[src/rtl/hss_pkg.sv]
// ============================================================================
// Module : hss_pkg
// Brief  : Shared types, constants and helpers for the HSS feature pipeline.
// Rev    : 1.0  initial release
// ============================================================================
`default_nettype none

package hss_pkg;

    localparam int HSS_D_WIDTH = 16;

    localparam logic signed [HSS_D_WIDTH-1:0] HSS_SMIN = {1'b1, {(HSS_D_WIDTH-1){1'b0}}};

    // Helper operates at a fixed wide width; callers sign-extend and truncate.
    localparam int SMAX_W = 32;

    function automatic logic signed [SMAX_W-1:0] smax(
        input logic signed [SMAX_W-1:0] a,
        input logic signed [SMAX_W-1:0] b
    );
        // Ties keep a.
        return (b > a) ? b : a;
    endfunction

endpackage

`default_nettype wire

[src/rtl/conv_maxpool.sv]
// ============================================================================
// Module : conv_maxpool
// Brief  : Optional ReLU plus non-overlapping signed max-pooling (decimate by POOL).
// Rev    : 1.0  initial release
// ============================================================================
`default_nettype none

module conv_maxpool
    import hss_pkg::*;
#(
    parameter int D_WIDTH = HSS_D_WIDTH,
    parameter int POOL    = 2,
    parameter int RELU    = 1
) (
    input  logic               CLK,
    input  logic               RST,
    input  logic               in_parity,
    input  logic [D_WIDTH-1:0] input_data,
    input  logic               in_write_enable,
    output logic [D_WIDTH-1:0] output_data,
    output logic               out_parity,
    output logic               write_enable
);

    localparam int CNT_W = (POOL > 1) ? $clog2(POOL) : 1;

    localparam logic [CNT_W-1:0]          C_LAST = CNT_W'(POOL - 1);
    localparam logic signed [D_WIDTH-1:0] C_SMIN = {1'b1, {(D_WIDTH-1){1'b0}}};

    logic [CNT_W-1:0]          r_cnt;
    logic signed [D_WIDTH-1:0] r_acc;
    logic                      r_last_parity;

    logic                      w_first;
    logic [CNT_W-1:0]          w_pos;
    logic signed [D_WIDTH-1:0] w_max;
    logic signed [D_WIDTH-1:0] w_pooled;
    logic                      w_close;

    // A parity change mid-window restarts the window on the incoming sample.
    always_comb begin
        w_first  = (r_cnt == '0) || (in_parity != r_last_parity);
        w_pos    = w_first ? '0 : r_cnt;
        w_max    = w_first ? $signed(input_data)
                           : D_WIDTH'(smax(SMAX_W'(r_acc), SMAX_W'($signed(input_data))));
        w_close  = (w_pos == C_LAST);
        w_pooled = ((RELU != 0) && w_max[D_WIDTH-1]) ? '0 : w_max;
    end

    always_ff @(posedge CLK) begin
        if (RST) begin
            output_data   <= '0;
            out_parity    <= 1'b0;
            write_enable  <= 1'b0;
            r_cnt         <= '0;
            r_acc         <= C_SMIN;
            r_last_parity <= 1'b0;
        end else begin
            write_enable <= 1'b0;
            if (in_write_enable) begin
                r_last_parity <= in_parity;
                r_acc         <= w_max;
                if (w_close) begin
                    output_data  <= w_pooled;
                    write_enable <= 1'b1;
                    out_parity   <= ~out_parity;
                    r_cnt        <= '0;
                end else begin
                    r_cnt <= w_pos + CNT_W'(1);
                end
            end
        end
    end

endmodule

`default_nettype wire

[config.mk]
export PLATFORM = sky130hd
export DESIGN_NAME = conv_maxpool
export DESIGN_NICKNAME = d
export VERILOG_FILES = /design/src/rtl/hss_pkg.sv /design/src/rtl/conv_maxpool.sv
export SDC_FILE = /design/constraint.sdc
export NUM_CORES = 1
export LEC_CHECK = 0
export ABC_CLOCK_PERIOD_IN_PS = 6700
export CAP_MARGIN = 0
export CORE_ASPECT_RATIO = 0.5
export CORE_MARGIN = 2
export CORE_UTILIZATION = 38
export CTS_CLUSTER_SIZE = 28
export DETAILED_ROUTE_END_ITERATION = 10
export GPL_ROUTABILITY_DRIVEN = 0
export PLACE_DENSITY_LB_ADDON = 0.2
export SYNTH_ARGS = -nofsm -noshare
export SYNTH_HDL_FRONTEND = slang
export SYNTH_SLANG_ARGS = --single-unit
[constraint.sdc]
create_clock -name CLK -period 6.7 [get_ports CLK]
set_input_delay 1.005 -clock CLK [delete_from_list [all_inputs] [get_ports CLK]]
set_output_delay 1.005 -clock CLK [all_outputs]
set_load 0.02 [all_outputs]
==> results of run 1 <==
==> worst max-delay path: stages <==
cell	delay, ns
clkdlybuf4s50_1	0.46
ha_1	0.36
nand4_2	0.18
nor4_4	0.33
a211oi_1	0.17
and2_4	0.19
a221oi_4	0.96
mux2i_1	0.28
==> cells by family after synthesis <==
logic type               synth area share, %
other                                  0.178
buffers and inverters                   6.88
XOR/XNOR                               0.831
adder cells (fa/ha/maj)                 9.50
flip-flops                              33.2
AO/OA/AOI/OAI                           17.4
multiplexers                            15.2
AND/OR/NAND/NOR                         16.8
==> power breakdown <==
part,leakage [nW],internal [mW],switching [mW]
logic,0.699,0.0621,0.0695
registers,0.287,0.221,0.0103
clock network,0.0422,0.0730,0.0762
==> layout by cell type (no fill, tap or decap), drive strengths merged <==
master and count:
a31oi 1, clkdlybuf4s50 36, ha 16, and3 2
nand2b 30, a21o 2, a211o 1, a221oi 1
clkinv 1, xnor2 1, o31ai 1, buf 2
nand4 4, dfxtp 35, nor3 2, nor4 2
xor2 1, o21bai 1, a211oi 2, o21a 1
clkbuf 7, o221ai 1, a21oi 5, mux2i 32
a22oi 30, and2 1, conb 1, nor2 6
nand3 2, inv 18, nand2 6
==> worst max-delay path by stage <==
stage / cells after the start / end / start
4_1_cts: 8 / r_acc[9] / input_data[15]
6_report: 8 / r_acc[15] / input_data[7]
3_5_place_dp: 8 / r_acc[15] / input_data[15]
3_3_place_gp: 8 / r_acc[13] / input_data[15]
2_1_floorplan: 8 / r_acc[0] / input_data[15]
5_1_grt: 8 / r_acc[13] / input_data[7]
==> state kept, by name, summed over array words and instances, names as in the netlist <==
name	flops
out_parity	1
output_data	15
r_acc	16
r_cnt	1
r_last_parity	1
write_enable	1
==> area by class of cell <==
type,count,share of cell area [%]
clock buffer,7,2.94
clock inverter,1,0.192
inverter,18,2.60
multi-input combinational,152,49.4
sequential,35,26.9
tap,73,3.51
timing repair buffer,38,14.4
==> metrics by stage <==
step           instance area (sq um)  power, mW  hold slack, ns  worst slack, ns
2_1_floorplan                   2110      0.332           0.465             3.71
3_3_place_gp                    2520      0.366           0.475             2.75
3_5_place_dp                    2520      0.368           0.487             2.65
4_1_cts                         2600      0.517           0.500             2.95
5_1_grt                         2600      0.540           0.511             2.68
6_report                        2600      0.512           0.493             2.95
==> layer usage <==
metal / part of all wire [%] / GRT usage [%]
met5: 0 / 0
met4: 0.30 / 3.25
met3: 5.2 / 4.53
met2: 46 / 25.8
met1: 49 / 21.9
==> synthesized netlist by cell type, types with 5 or more instances <==
library cell and count:
nand2b_1 30, dfxtp_1 35, nand2_1 6, ha_1 16, a22oi_1 30, nor2_1 6
inv_1 18, mux2i_1 32, a21oi_1 5, clkbuf_1 9
==> summary.md, run 1 <==
| Metric | Value |
|---|---|
| Status | `complete, no violations` |
| Drt initial violations | `between 50 and 60` |
| Antenna-violating nets left | `0` |
| # placed instances | `316` |
| Setup TNS | `0 ns` |
| DR WL/cell | `~14 um` |
| Post-synth top area cell | `dfxtp_1` |
| Post-route minimum period | `3.75 ns` |
| Arrival @ worst endpoint | `3.96 ns` |
| Worst skew pair latency | `0.28 ns` |
| Cells after Synth | `roughly 220` |
| Sequential element share of the synthesized area | `33.2%` |
| Pin count of the biggest net entering global routing | `39` |
| Area of the multi-input gates | `roughly 0.0013 sq mm` |
| Synth-to-Final Area Change | `23.3%` |
| Worst-Margin Slew | `1.19 ns` |
| Number of synthesized flops with an enable pin | `0` |
| Final wirelength | `4640 um` |
| Ant. Diodes | `0` |
| Port Buffers | `36` |
| Synth Register Bits | `35` |
| Reg2Reg Depth | `8` |
| Final Slew Violations | `0` |
| Reg2Reg Setup Slack | `roughly 3.7 ns` |
| Peak VDD IR | `about 0.00007 V` |
| Clock slew at reported path FFs | `~0.070 ns` |
| P per Cell Area | `between 150 and 200 mW/mm^2` |
| Max-slew headroom | `20.4%` |
| Initial antenna violation count | `0` |
| Ys Warns | `0` |
| Max Clock Skew | `between 0.003 and 0.004 ns` |
| Library cells used by synthesis | `36` |
| Max-cap violations | `0` |
| HP Class | `flop to flop` |
| Initial Utilization | `38.9%` |
| Lkg Pwr | `a little over 1 nW` |
| CTS Buffer Depth | `2` |
| First-pass DRT Iterations | `4` |
| CTS tree | `yes` |
| Hold Startpoint | `r_acc[4]` |
| Async SR Flop Fraction | `0%` |
| WHS Path Cells | `2` |
| Synth top area share | `between 30% and 40%` |
| H-tree depth | `2` |
| Hold Vio Cnt, Final | `0` |
| CTS resizes | `0` |
| Total track usage | `~16%` |
| Finished Layout Cells | `324` |
| CTS buffer count | `5` |
| Synth top area cells | `dfxtp_1, mux2i_1, a22oi_1` |
| Fmax | `about 270 MHz` |
| Setup violations, final | `0` |
| Sequential cell area | `roughly 700 sq um` |
| Cts hold-fix bufs | `0` |
| Hold Path Sink | `r_acc[4]` |
| Grt total ovfl | `0` |
| First-pass GRT wire length | `about 7800 um` |
| Syn_nets | `roughly 250` |
| IO Count | `38` |
| Die footprint | `approximately 0.0062 sq mm` |
| Post-DP HPWL | `roughly 3400 um` |
| CP Class | `input port to flop` |
| Worst r2r dst | `r_acc[15]` |
| Rows | `19` |
| Primary FF master, synth | `dfxtp_1` |
| Final Util | `48.0%` |
| Die W | `approximately 110 um` |
| Crit. End Element | `flop` |
| DRC | `0` |
| Post-CTS setup buffers | `0` |
| Layout fillers | `roughly 540` |
| Number of global-route vias before repair | `around 1700` |
| Core Region | `0.00542 sq mm` |
| CTS root buf | `clkbuf_8` |
| Clk sinks | `35` |
| Crit path required time | `around 6.9 ns` |
| Die height | `~57 um` |
| RSZ-0062 raised after global routing | `false` |
| Vias | `1681` |
| Worst Path Max Fanout | `16` |
| Final-stage net count | `~290` |
| Area of the mapped netlist | `0.00211 sq mm` |
| Worst R2R Start | `r_acc[15]` |
| Mean Syn Cell Area | `between 9 and 10 sq um` |
| Layout cells sized above 1 | `~7.2%` |
| CP startpoint kind | `input port` |
| Part of the cycle the worst path needs | `between 50% and 60%` |
| Vias per cell | `5.19` |
Power figures use the tool's default switching activity.
==> run 2, diff against run 1 <==
--- a/config.mk
+++ b/config.mk
@@ -5,7 +5,7 @@
 export SDC_FILE = /design/constraint.sdc
 export NUM_CORES = 1
 export LEC_CHECK = 0
-export ABC_CLOCK_PERIOD_IN_PS = 6700
+export ABC_CLOCK_PERIOD_IN_PS = 3100
 export CAP_MARGIN = 0
 export CORE_ASPECT_RATIO = 0.5
 export CORE_MARGIN = 2
==> constraint.sdc (replaced) <==
create_clock -name CLK -period 3.1 [get_ports CLK]
set_input_delay 0.465 -clock CLK [delete_from_list [all_inputs] [get_ports CLK]]
set_output_delay 0.465 -clock CLK [all_outputs]
set_load 0.02 [all_outputs]
==> run 2 against run 1 <==
Compared with the run above:
- critical path depth increased by 1
- clock skew grew 0.0054 ns
- hold slack improved by 0.0052 ns
- sequential power grew 120%
- via count is 1.0% higher
- die area unchanged
- non-clock buffer count up 8
- power grew 130%
- worst setup slack lost 2.5 ns
- clock power grew 150%
- critical path type unchanged
==> summary.md, run 2 (synthesized netlist as in run 1, its figures left out) <==
| Metric | Value |
|---|---|
| Arrival @ worst endpoint | `2.89 ns (was 3.96 ns)` |
| Number of global-route vias before repair | `1632 (was 1650)` |
| Crit. End Element | `flop (unchanged)` |
| Status | `complete, no violations (unchanged)` |
| Final-stage net count | `294 (was 286)` |
| First-pass GRT wire length | `7750 um (was 7760 um)` |
| M1 GR Usage | `22.6% (was 21.9%)` |
| Synth-to-Final Area Change | `26.6% (was 23.3%)` |
| Total track usage | `16.3% (was 16.2%)` |
| Vias | `1698 (was 1681)` |
| Layout fillers | `526 (was 538)` |
| CTS root buf | `clkbuf_8 (unchanged)` |
| Post-DP HPWL | `3510 um (was 3360 um)` |
| P per Cell Area | `438 mW/mm^2 (was 197 mW/mm^2)` |
| Pin count of the biggest net entering global routing | `32 (was 39)` |
| HP Class | `flop to flop (unchanged)` |
| Max-cap violations | `0 (unchanged)` |
| Vias per cell | `5.11 (was 5.19)` |
| Commonest non-fill, non-tap cell in the layout | `clkdlybuf4s50_1 (unchanged)` |
| Die W | `109 um (unchanged)` |
| Worst skew pair latency | `0.29 ns (was 0.28 ns)` |
| Max-slew headroom | `61.9% (was 20.4%)` |
| Clk sinks | `35 (unchanged)` |
| Clock slew at reported path FFs | `0.07 ns (about the same)` |
| Rows | `19 (unchanged)` |
| Ant. Diodes | `0 (unchanged)` |
| CP Class | `input port to flop (unchanged)` |
| Core Region | `0.00542 sq mm (unchanged)` |
| Setup violations, final | `0 (unchanged)` |
| Top reg by flops | `r_acc (unchanged)` |
| Setup ws final | `0.417 ns (was 2.95 ns)` |
| Post-CTS setup buffers | `0 (unchanged)` |
| Grt total ovfl | `0 (unchanged)` |
| Fmax | `373 MHz` |
| CTS buffer count | `5 (unchanged)` |
| Gr busiest metal | `met2 (unchanged)` |
| Die footprint | `0.00620 sq mm (unchanged)` |
| Worst-Margin Slew | `0.570 ns (was 1.19 ns)` |
| DRC | `0 (unchanged)` |
| Initial Utilization | `38.9% (unchanged)` |
| Post-route minimum period | `approximately 2.7 ns` |
| Setup TNS | `0 ns (unchanged)` |
| Antenna-violating nets left | `0 (unchanged)` |
| Part of the cycle the worst path needs | `slightly below 90%` |
| IO Count | `38 (unchanged)` |
| # placed instances | `324 (was 316)` |
| CTS resizes | `0 (unchanged)` |
| Met2 usage | `25.0% (was 25.8%)` |
| Die height | `56.7 um (unchanged)` |
| First-pass DRT Iterations | `5 (was 4)` |
| DR WL/cell | `14.2 um (was 14.3 um)` |
| Final Slew Violations | `0 (unchanged)` |
| CP Cell Sequence | `clkdlybuf4s50_1 -> ha_1 -> nand4_4 -> nor4_4 -> nand3_1 -> and3_4 -> a221oi_4 -> buf_4 -> mux2i_1 (was clkdlybuf4s50_1 -> ha_1 -> nand4_2 -> nor4_4 -> a211oi_1 -> and2_4 -> a221oi_4 -> mux2i_1)` |
| Layout cells sized above 1 | `10.4% (was 7.17%)` |
| Max Clock Skew | `0.00847 ns (was 0.00303 ns)` |
| Cts hold-fix bufs | `0 (unchanged)` |
| Worst Path Max Fanout | `8 (was 16)` |
| Worst path slowest cell | `clkdlybuf4s50_1 (was a221oi_4)` |
| Hold Vio Cnt, Final | `0 (unchanged)` |
| CTS Buffer Depth | `2 (unchanged)` |
| Overall Power | `1.17 mW (was 0.512 mW)` |
| RSZ-0062 raised after global routing | `false (unchanged)` |
| Lkg Pwr | `1.07 nW (was 1.03 nW)` |
| Pre-CTS WS | `0.111 ns (was 2.65 ns)` |
| CTS tree | `yes (unchanged)` |
| Biggest regs | `r_acc (16), output_data (15) (unchanged)` |
| Finished Layout Cells | `332 (was 324)` |
| Most frequent cells in the layout | `clkdlybuf4s50_1, dfxtp_1, mux2i_1 (unchanged)` |
| Global Route met3 Usage | `4.41% (was 4.53%)` |
| Drt initial violations | `90 (was 59)` |
| Port Buffers | `36 (unchanged)` |
| Crit path required time | `3.31 ns (was 6.91 ns)` |
| H-tree depth | `2 (unchanged)` |
| Peak VDD IR | `0.000163 V (was 0.0000712 V)` |
| Max FFs per register | `16 (unchanged)` |
| Final wirelength | `4710 um (was 4640 um)` |
| Critical Path Max Stage Delay | `0.45 ns (was 0.96 ns)` |
| CP startpoint kind | `input port (unchanged)` |
| Initial antenna violation count | `0 (unchanged)` |
==> run 2: stage by stage <==
step	instance area (sq um)	hold WS, ns	utilization (%)
after floorplan	2110	0.465	-
after global placement	2570	0.478	47.4
after detailed placement	2570	0.491	47.4
after CTS	2670	0.501	49.3
after global routing	2670	0.530	49.3
final	2670	0.498	49.3
==> run 2: report_power, final <==
group / total, mW / internal [mW] / leakage, nW / switching, mW
logic: 0.300 / 0.145 / 0.733 / 0.155
registers: 0.501 / 0.478 / 0.287 / 0.0227
clock network: 0.369 / 0.203 / 0.0515 / 0.166
total: 1.17 / 0.826 / 1.07 / 0.343
==> run 2: layout make-up <==
class | count | area (sq um) | share of cell area [%]
Clock buffer | 8 | 100 | 3.75
Sequential cell | 35 | 701 | 26.2
Timing Repair Buffer | 46 | 435 | 16.3
Inverter | 18 | 67.6 | 2.53
Multi-Input combinational cell | 152 | 1270 | 47.8
Tap cell | 73 | 91.3 | 3.42
==> run 2: final timing paths <==
path,start,slack [ns],cells after the start,end
hold reg to reg,r_acc[3],0.50,2,r_acc[3]
hold / removal,r_acc[3],0.50,2,r_acc[3]
setup / recovery,input_data[15],0.42,9,r_acc[10]
setup reg to reg,r_acc[15],0.63,9,r_acc[10]
==> run 2: per-layer routing <==
metal | vias to the layer above | part of all wire [%]
li1 | 858 | -
met1 | 795 | 49
met2 | 40 | 45
met3 | 5 | 4.9
met4 | 0 | 0.64
met5 | - | 0
==> run 2: worst max-delay path, delay by kind of cell <==
family / cells / cell delay, ns
buf+inv: 2 / 0.71
mux: 1 / 0.21
simple gates: 4 / 0.86
fa+ha+maj: 1 / 0.39
compound gates: 1 / 0.25
